[src/rtl/rfphoenix_dcache_repl.sv]
// Data-cache replacement way selector: LFSR random, per-set round-robin or tree pseudo-LRU.
// Victim is registered one cycle after fill acceptance; fills stall only while the invalidate sweep runs.
module rfphoenix_dcache_repl #(
  parameter int WAYS = 4,
  parameter int SETS = 64,
  parameter int MODE = 2,
  localparam int W = $clog2(WAYS),
  localparam int S = $clog2(SETS)
) (
  input  logic         clk,
  input  logic         rst,
  input  logic         hit_v,
  input  logic [S-1:0] hit_set,
  input  logic [W-1:0] hit_way,
  input  logic         fill_req,
  input  logic [S-1:0] fill_set,
  output logic         fill_rdy,
  output logic [W-1:0] wway,
  output logic         wway_v,
  input  logic         inv_all,
  output logic         busy
);

  localparam int TW = WAYS - 1;
  localparam int SW = (MODE == 2) ? TW : W;
  localparam logic [15:0] LFSR_SEED = 16'hACE1;
  localparam logic [15:0] LFSR_TAPS = 16'hB400;

  typedef enum logic {ST_IDLE, ST_SWEEP} fsm_e;

  fsm_e          fsm_q;
  logic          start_q;
  logic [S-1:0]  sweep_q;
  logic [15:0]   lfsr_q;
  logic [15:0]   lfsr_d;
  logic [W-1:0]  wway_q;
  logic          wway_v_q;
  logic [SW-1:0] repl_mem [SETS];

  logic          fill_acc;
  logic          hit_acc;
  logic          hit_we;
  logic [TW-1:0] t_fill;
  logic [TW-1:0] t_hit;
  logic [W-1:0]  victim;
  logic [SW-1:0] fill_wdat;
  logic [SW-1:0] hit_wdat;

  // Heap-ordered tree: node n has children 2n+1 / 2n+2; the path bits spell the way index MSB first.
  function automatic logic [W-1:0] plru_victim(input logic [TW-1:0] t);
    int           node;
    logic         b;
    logic [W-1:0] v;
    node = 0;
    v    = '0;
    for (int l = W - 1; l >= 0; l--) begin
      b = 1'b0;
      for (int n = 0; n < TW; n++)
        if (n == node) b = t[n];
      v[l] = b;
      node = 2 * node + 1 + int'(b);
    end
    return v;
  endfunction

  function automatic logic [TW-1:0] plru_touch(input logic [TW-1:0] t, input logic [W-1:0] way);
    logic [TW-1:0] r;
    int            node;
    r    = t;
    node = 0;
    for (int l = W - 1; l >= 0; l--) begin
      for (int n = 0; n < TW; n++)
        if (n == node) r[n] = ~way[l];
      node = 2 * node + 1 + int'(way[l]);
    end
    return r;
  endfunction

  assign busy     = (fsm_q == ST_SWEEP);
  assign fill_rdy = ~busy;
  assign fill_acc = fill_req & ~busy;
  assign hit_acc  = hit_v & ~busy & (MODE == 2);
  // A fill to the same set supersedes the hit update.
  assign hit_we   = hit_acc & ~(fill_acc & (hit_set == fill_set));

  assign t_fill   = TW'(repl_mem[fill_set]);
  assign t_hit    = TW'(repl_mem[hit_set]);
  assign hit_wdat = SW'(plru_touch(t_hit, hit_way));

  always_comb begin
    victim    = '0;
    fill_wdat = '0;
    case (MODE)
      0: victim = lfsr_q[W-1:0];
      1: begin
        victim    = t_fill[W-1:0];
        fill_wdat = SW'(t_fill[W-1:0] + 1'b1);
      end
      default: begin
        victim    = plru_victim(t_fill);
        fill_wdat = SW'(plru_touch(t_fill, victim));
      end
    endcase
  end

  assign lfsr_d = {1'b0, lfsr_q[15:1]} ^ (lfsr_q[0] ? LFSR_TAPS : 16'h0000);

  // Per-set state is deliberately left unreset; the sweep that follows reset clears it.
  always_ff @(posedge clk) begin
    if (busy) begin
      repl_mem[sweep_q] <= '0;
    end else begin
      if (fill_acc && MODE != 0) repl_mem[fill_set] <= fill_wdat;
      if (hit_we) repl_mem[hit_set] <= hit_wdat;
    end
  end

  always_ff @(posedge clk or posedge rst) begin
    if (rst) begin
      fsm_q    <= ST_IDLE;
      start_q  <= 1'b1;
      sweep_q  <= '0;
      lfsr_q   <= LFSR_SEED;
      wway_q   <= '0;
      wway_v_q <= 1'b0;
    end else begin
      lfsr_q   <= lfsr_d;
      start_q  <= 1'b0;
      wway_v_q <= fill_acc;
      if (fill_acc)     wway_q <= victim;
      else if (hit_acc) wway_q <= hit_way;
      if (inv_all || start_q) begin
        fsm_q   <= ST_SWEEP;
        sweep_q <= '0;
      end else if (fsm_q == ST_SWEEP) begin
        sweep_q <= sweep_q + 1'b1;
        if (sweep_q == S'(SETS - 1)) fsm_q <= ST_IDLE;
      end
    end
  end

  assign wway   = wway_q;
  assign wway_v = wway_v_q;

endmodule

[config.mk]
export PLATFORM = sky130hd
export DESIGN_NAME = rfphoenix_dcache_repl
export DESIGN_NICKNAME = d
export VERILOG_FILES = /design/src/rtl/rfphoenix_dcache_repl.sv
export SDC_FILE = /design/constraint.sdc
export NUM_CORES = 1
export LEC_CHECK = 0
export ABC_CLOCK_PERIOD_IN_PS = 4520
export CAP_MARGIN = 20
export CORE_MARGIN = 10
export CORE_UTILIZATION = 60
export DETAILED_ROUTE_END_ITERATION = 16
export GPL_TIMING_DRIVEN = 0
export PLACE_DENSITY_LB_ADDON = 0.3
export SLEW_MARGIN = 20
export SYNTH_ARGS = -nofsm -noshare
export SYNTH_HDL_FRONTEND = slang
export SYNTH_SLANG_ARGS = --single-unit
[constraint.sdc]
create_clock -name clk -period 4.52 [get_ports clk]
set_input_delay 1.356 -clock clk [delete_from_list [all_inputs] [get_ports clk]]
set_output_delay 1.356 -clock clk [all_outputs]
set_load 0.1 [all_outputs]
==> results.yml, run 1 <==
status:
  status: "finished with violations"
  failing_checks: "setup timing"
clocking:
  cts_root_buffer: "sky130_fd_sc_hd__clkbuf_16"
  tritoncts: "built"
  clock_pin_slew_on_the_worst_setup_and_hold_paths_ns: 0.06
  max_clock_buf_depth: 3
  clock_latency_ns: 0.53
  cts_hold_repair.buffers: 0
  clock-sinks: 203
  clock_tree.htree_level_count: 1
  tritoncts.num_buffers: 23
timing:
  slew_headroom_pct: 24.4
  tightestPinTransition_ns: 1.13
  min_period_ns: 4.58
  setup_violations: 9
  report.final.slew_viol_count: 0
  finalCritPeriodShare_pct: 101
  fmaxAchievable_mhz: 218
  fin_worst_skew_ns: 0.0195
  postLayoutSetupSlackWorst_ns: -0.0621
  final_hold_viol_count: 0
logic_synthesis:
  synth.yosys.warnings: 0
  synthDominantAreaCellType: "sky130_fd_sc_hd__edfxtp_1"
  largest_cells_by_area_after_synthesis: "sky130_fd_sc_hd__edfxtp_1 46%, sky130_fd_sc_hd__o22ai_1 9.2%, sky130_fd_sc_hd__mux4_2 8.5%"
  ys_ff_latch: 203
  synth_top_area_share_pct: 45.6
  synthMostInstantiatedCell: "sky130_fd_sc_hd__edfxtp_1"
  post_synth_num_cell_types: 52
  synth_cells: 1307
  syn_area_um2: 12700
  synth_top_flop_cell: "sky130_fd_sc_hd__edfxtp_1"
  synth.net_count: 1327
  post_synth.cell_area_avg_um2: 9.68
  synth_enable_flop_cells: 192
  share_of_flip_flops_with_an_asynchronous_set_or_reset_pct: 5.42
  ys_seq_area_share_pct: 47.7
  synth_commonest_cells: "192 x sky130_fd_sc_hd__edfxtp_1, 189 x sky130_fd_sc_hd__o21ai_0, 186 x sky130_fd_sc_hd__o22ai_1"
grt:
  grt_most_used_layer: "met2"
  met3_usage_pct: 15.0
  use_met1_pct: 43.1
  antenna_found_initial: 0
  grt.met2_usage_pct: 50.7
  first_pass_grt_wire_length_um: 71100
  global_route.overflow_total: 0
  grt_util_all_layers_pct: 35.1
  via_count_of_the_first_global_routing_pass: 11600
  pin_count_of_the_biggest_net_entering_global_routing: 20
critical_path:
  worstPathRequired_ns: 4.84
  timing.rr.start: "busy"
  critical_path.slowest_cell: "sky130_fd_sc_hd__clkdlybuf4s50_1"
  worstPathCellList: "clkdlybuf4s50_1 > buf_2 > mux4_2 > mux2i_1 > a21oi_1 > a211oi_4 > nand2_1 > clkbuf_1 > o21ai_0"
  worst_path_dominant_cell_family: "buffers and inverters"
  cp.depth: 9
  critical_path_buffer_and_inverter_count: 3
  worstSetupEndpointType: "register"
  worst_setup_path_start_kind: "primary input"
  worst_r2r_path_depth: 8
  crit_path_max_fanout: 10
  critical_path_source: "fill_set[2]"
  critPathArrivalTime_ns: 4.91
  critical_path.reg2reg.endpoint: "repl_mem[34][1]"
  setup.reg_to_reg.worst_slack_ns: 1.14
  crit_end: "repl_mem[21][0]"
  critical-path-max-stage-delay_ns: 0.67
  worst-setup-path-type: "in -> reg"
floorplan:
  die_x_um: 165
  core.rowCount: 53
  area_of_the_core_um2: 20900
  dieArea_um2: 27300
  die_h_um: 165
  initial_utilization_pct: 60.6
  boundaryPins: 24
power_and_ir_drop:
  power_density_nw_per_um2: 314
  power_mw: 4.44
  power.static_leakage_nw: 4.13
  peakVddDrop_v: 0.000247
drt:
  drt-total-wl_um: 48700
  detailroute.via_count: 12600
  postRouteAntennaNets: 0
  drt-pass1-iter-count: 9
  drt-wirelength-per-cell_um: 29.5
  vias_per_cell: 7.62
  drc: 0
  drt_iter0_markers: 2272
place:
  post-place-cells: 1603
  globalplace.congestion: 1.05
  io_buffer_count: 17
  dpl.hpwl_um: 33400
final_layout:
  num-fill-cells: 1617
  drive_gt1_share_pct: 11.2
  fin_nets: 1381
  area_growth_pct: 11.7
  layout.cells.non_filler: 1653
min_path:
  min_path_type: "reg -> reg"
flow_run:
  max_cap_violations: 0
==> cell type report <==
type                       count  area [um^2]  area share, %
antenna                        2         5.00         0.0354
buffer                       156          707           5.00
clock buffer                  30          602           4.26
clock inverter                10         97.6          0.690
inverter                       5         18.8          0.133
multi-input combinational    942         6040           42.7
sequential                   203         6040           42.7
tap                          275          344           2.43
timing repair buffer          30          284           2.01
==> sequential cells by signal (all words and copies together) (netlist names) <==
signal and count:
repl_mem 192, start_q 1, busy 1, wway 2, wway_v 1, sweep_q 6
==> cell families (layout without fill, tap and decap cells) <==
kind of cell	count (synthesis)	after routing	synth area share [%]
simple gates	441	441	16.2
buf+inv	162	231	5.58
flops	203	203	47.7
fa+ha+maj	1	1	0.0988
xor+xnor	11	11	0.821
compound gates	431	431	20.3
mux	57	57	9.26
other cells	1	3	0.0296
==> per-layer routing <==
layer | part of all wire (%) | wire [um] | vias to the layer above
met4 | 7.2 | 3510 | 0
li1 | - | - | 5132
met2 | 42 | 20500 | 1339
met5 | 0 | 0 | -
met1 | 31 | 15300 | 5820
met3 | 19 | 9420 | 307
==> how the worst min path moves through the flow <==
stage	cells past startpoint	end	slack (ns)	startpoint
6_report	2	wway[1]	0.61	wway[1]
5_1_grt	2	wway[1]	0.64	wway[1]
4_1_cts	2	wway[1]	0.61	wway[1]
3_5_place_dp	4	wway[0]	0.59	wway[0]
3_3_place_gp	4	wway[0]	0.58	wway[0]
2_1_floorplan	2	sweep_q[4]	0.56	sweep_q[4]
==> layout by cell type (no fill, tap or decap), drive strengths merged, types with 8 or more instances in the layout <==
| cell type | instances |
|---|---|
| edfxtp | 192 |
| o21ai | 189 |
| o22ai | 186 |
| nand2 | 184 |
| clkbuf | 150 |
| nor2 | 75 |
| nand3 | 71 |
| or3 | 67 |
| buf | 49 |
| mux4 | 48 |
| clkdlybuf4s50 | 17 |
| a22oi | 12 |
| dfrtp | 10 |
| a21oi | 8 |
| mux2i | 8 |
| nand3b | 8 |
==> per-stage QoR <==
stage               hold WS (ns)  TNS, ns  setup slack (ns)  util (%)  cell area (um^2)
floorplan                  0.557        0             0.568         -             12700
global placement           0.581  -303.04             -1.67      63.0             13200
detailed placement         0.591  -226.49             -1.27      63.5             13300
CTS                        0.606  -0.0224           -0.0122      67.2             14000
global route               0.637  -0.0723           -0.0190      67.7             14100
finish                     0.607   -0.260           -0.0621      67.7             14100
==> power by group <==
group	switching (mW)	internal, mW	total (mW)
clock network	0.794	1.05	1.84
logic	0.378	0.188	0.566
registers	0.00357	2.03	2.04
==> what timing repair did <==
item / 4_1_cts / 5_1_grt
pin swaps: 0 / 2
resized for setup: 19 / 11
setup buffers: 2 / 7
endpoints found under the setup margin: 191 / 190
==> worst min-delay path: stages, from the launching register on <==
cell and delay, ns:
sky130_fd_sc_hd__dfrtp_1 0.37, sky130_fd_sc_hd__o22ai_1 0.09, sky130_fd_sc_hd__a21oi_1 0.11
(Power assumes the default switching activity.)
==> run 2: changes to the inputs <==
RECOVER_POWER = 25   (was unset)
SKIP_LAST_GASP = 1   (was unset)
==> run 2 against run 1 <==
Compared with the run above: the run ends with capacitance limit, setup timing left; largest power group unchanged; sequential share of layout area increased by 0.22 points; global-route usage stayed put; clock power barely moved; via count is 0.39% higher; utilization decreased by 0.35 points; fmax grew 0.14%; critical path depth unchanged; wire length barely moved; register-to-register slack lost 0.11 ns; combinational power shrank 3%; critical path type unchanged.
==> results.yml, run 2 (synthesized netlist as in run 1, its figures left out) <==
final_layout:
  multi_input_area_um2: 6020
  most_common_library_cell_in_the_layout_ignoring_fill_and_taps: "sky130_fd_sc_hd__edfxtp_1"
  antenna-diode-count: 0
  area_growth_pct: 11.2
  largest_register: "repl_mem"
  max_reg_flops: 192
  num-fill-cells: 1639
  mostFrequentLayoutCells: "192 x sky130_fd_sc_hd__edfxtp_1, 189 x sky130_fd_sc_hd__o21ai_0, 186 x sky130_fd_sc_hd__o22ai_1"
  drive_gt1_share_pct: 10.2
  fin_nets: 1378
  ff_latch_area_um2: 6040
drt:
  drt-wirelength-per-cell_um: 29.6
  drt_iter0_markers: 2360
  postRouteAntennaNets: 0
  drc: 0
  vias_per_cell: 7.67
  drt-total-wl_um: 48800
  detailroute.via_count: 12600
  drt-pass1-iter-count: 7
floorplan:
  area_of_the_core_um2: 20900
  boundaryPins: 24
  initial_utilization_pct: 60.6
  die_h_um: 165
  die_x_um: 165
  core.rowCount: 53
  dieArea_um2: 27300
critical_path:
  crit_path_max_fanout: 10
  critical_path.slowest_cell: "sky130_fd_sc_hd__clkdlybuf4s50_1"
  worstPathCellList: "clkdlybuf4s50_1 > clkbuf_4 > xnor2_1 > nand4_1 > buf_4 > o311ai_4 > clkbuf_1 > clkbuf_1 > o22ai_1"
  worstSetupEndpointType: "register"
  critical-path-top-cell-by-count: "sky130_fd_sc_hd__clkbuf_1"
  worst_setup_path_start_kind: "primary input"
  worst_path_dominant_cell_family: "buffers and inverters"
  critical-path-max-stage-delay_ns: 0.69
  critPathArrivalTime_ns: 4.82
  critical_path_buffer_and_inverter_count: 5
  worst-setup-path-type: "in -> reg"
  worstPathRequired_ns: 4.76
power_and_ir_drop:
  power_density_nw_per_um2: 314
  pwr-share-clk_pct: 41.5
  p_sw_share_pct: 26.4
  power.static_leakage_nw: 4.10
  combinationalPowerShare_pct: 12.4
  p_int_mw: 3.26
  seq_power_share_pct: 46.1
  peakVddDrop_v: 0.000243
  p_sw_mw: 1.17
clocking:
  clock_pin_slew_on_the_worst_setup_and_hold_paths_ns: 0.07
  cts_hold_repair.buffers: 0
  cts_root_buffer: "sky130_fd_sc_hd__clkbuf_16"
  tritoncts.num_buffers: 23
  clock_latency_ns: 0.53
  tritoncts: "built"
  clock-sinks: 203
  clock_tree.htree_level_count: 1
  max_clock_buf_depth: 3
place:
  pre_cts_slack_ns: -1.27
  dpl.hpwl_um: 33400
  globalplace.congestion: 1.05
  io_buffer_count: 17
timing:
  setup_repair_after_global_routing_missed_its_margin: "false"
  postLayoutSetupSlackWorst_ns: -0.0557
  tightestPinTransition_ns: 1.48
  fmaxAchievable_mhz: 219
  report.final.slew_viol_count: 0
  fin_worst_skew_ns: 0.0124
  finalCritPeriodShare_pct: 101
  setup_violations: 34
  final_hold_viol_count: 0
  slew_headroom_pct: 0.832
  holdWs_ns: 0.604
  min_period_ns: 4.58
grt:
  antenna_found_initial: 0
  pin_count_of_the_biggest_net_entering_global_routing: 20
  via_count_of_the_first_global_routing_pass: 11600
  grt_util_all_layers_pct: 35.1
  first_pass_grt_wire_length_um: 71100
  global_route.overflow_total: 0
min_path:
  min_path_type: "reg -> reg"
flow_run:
  max_cap_violations: 1
status:
  failing_checks: "capacitance limit, setup timing"
  status: "finished with violations"
-- run 2: cell types whose count changed in the layout (fill, tap and decap cells not counted) --
cell                              delta
sky130_fd_sc_hd__clkbuf_1            +8
sky130_fd_sc_hd__clkdlybuf4s50_1     -8
sky130_fd_sc_hd__dlygate4sd3_1       +8
sky130_fd_sc_hd__a311oi_1            +4
sky130_fd_sc_hd__a311oi_2            -4
sky130_fd_sc_hd__buf_4               -4
sky130_fd_sc_hd__clkbuf_2            -4
sky130_fd_sc_hd__buf_2               -3
sky130_fd_sc_hd__clkbuf_4            +2
sky130_fd_sc_hd__diode_2             -2
sky130_fd_sc_hd__buf_1               -1
sky130_fd_sc_hd__buf_12              -1
-- run 2: area by class of cell --
cell class | count | share of cell area, %
Buffer | 155 | 4.96
Clock buffer | 30 | 4.28
Clock inverter | 10 | 0.694
Inverter | 5 | 0.133
Multi-Input combinational cell | 942 | 42.8
Sequential cell | 203 | 43.0
Tap cell | 275 | 2.45
Timing Repair Buffer | 28 | 1.77
-- run 2: routing by layer --
layer | part of all wire (%) | wire (um) | vias up | track usage [%]
li1 | - | - | 5124 | -
met1 | 32 | 15700 | 5854 | 43.1
met2 | 42 | 20500 | 1339 | 50.7
met3 | 19 | 9100 | 330 | 15.0
met4 | 7.2 | 3520 | 0 | 20.7
met5 | 0 | 0 | - | 0
-- run 2: repair_timing --
action	CTS	global route
buffers inserted	2	5
setup endpoints to repair	191	243
gates resized for setup	18	9
pin swaps	0	2
-- run 2: power groups by stage --
stage | logic, mW | registers (mW) | clock network, mW
final | 0.549 | 2.04 | 1.83
after global routing | 0.555 | 2.04 | 1.88
after CTS | 0.505 | 2.04 | 1.79
after detailed placement | 0.495 | 2.08 | 0
after global placement | 0.491 | 2.08 | 0
after floorplan | 0.317 | 2.09 | 0
-- run 2: through the flow --
stage / setup TNS [ns] / total power, mW / std cells / util, % / area, um^2
after floorplan: 0 / 2.40 / 1307 / - / 12700
after global placement: -303.04 / 2.57 / 1599 / 63.0 / 13200
after detailed placement: -226.49 / 2.57 / 1603 / 63.5 / 13300
after CTS: -0.0516 / 4.34 / 1644 / 67.2 / 14000
after global routing: 0 / 4.47 / 1648 / 67.3 / 14100
final: -0.798 / 4.42 / 1648 / 67.3 / 14100
-- run 2: path summary, 6_finish.rpt --
path,from,slack [ns],end,depth (start not counted)
max,fill_set[2],-0.06,repl_mem[12][0],9
min in group asynchronous,rst,1.26,wway_v,2
max reg2reg,busy,1.03,repl_mem[32][1],7
min reg2reg,wway[0],0.60,wway[0],4
min,wway[0],0.60,wway[0],4
max in group asynchronous,rst,2.94,start_q,2
-- run 2: worst register-to-register path, delay by kind of cell (launching register included) --
| family | cells | cell delay (ns) |
|---|---|---|
| AO/OA/AOI/OAI | 2 | 0.56 |
| AND/OR/NAND/NOR | 3 | 1.57 |
| buffers and inverters | 2 | 0.67 |
| flip-flops | 1 | 0.39 |
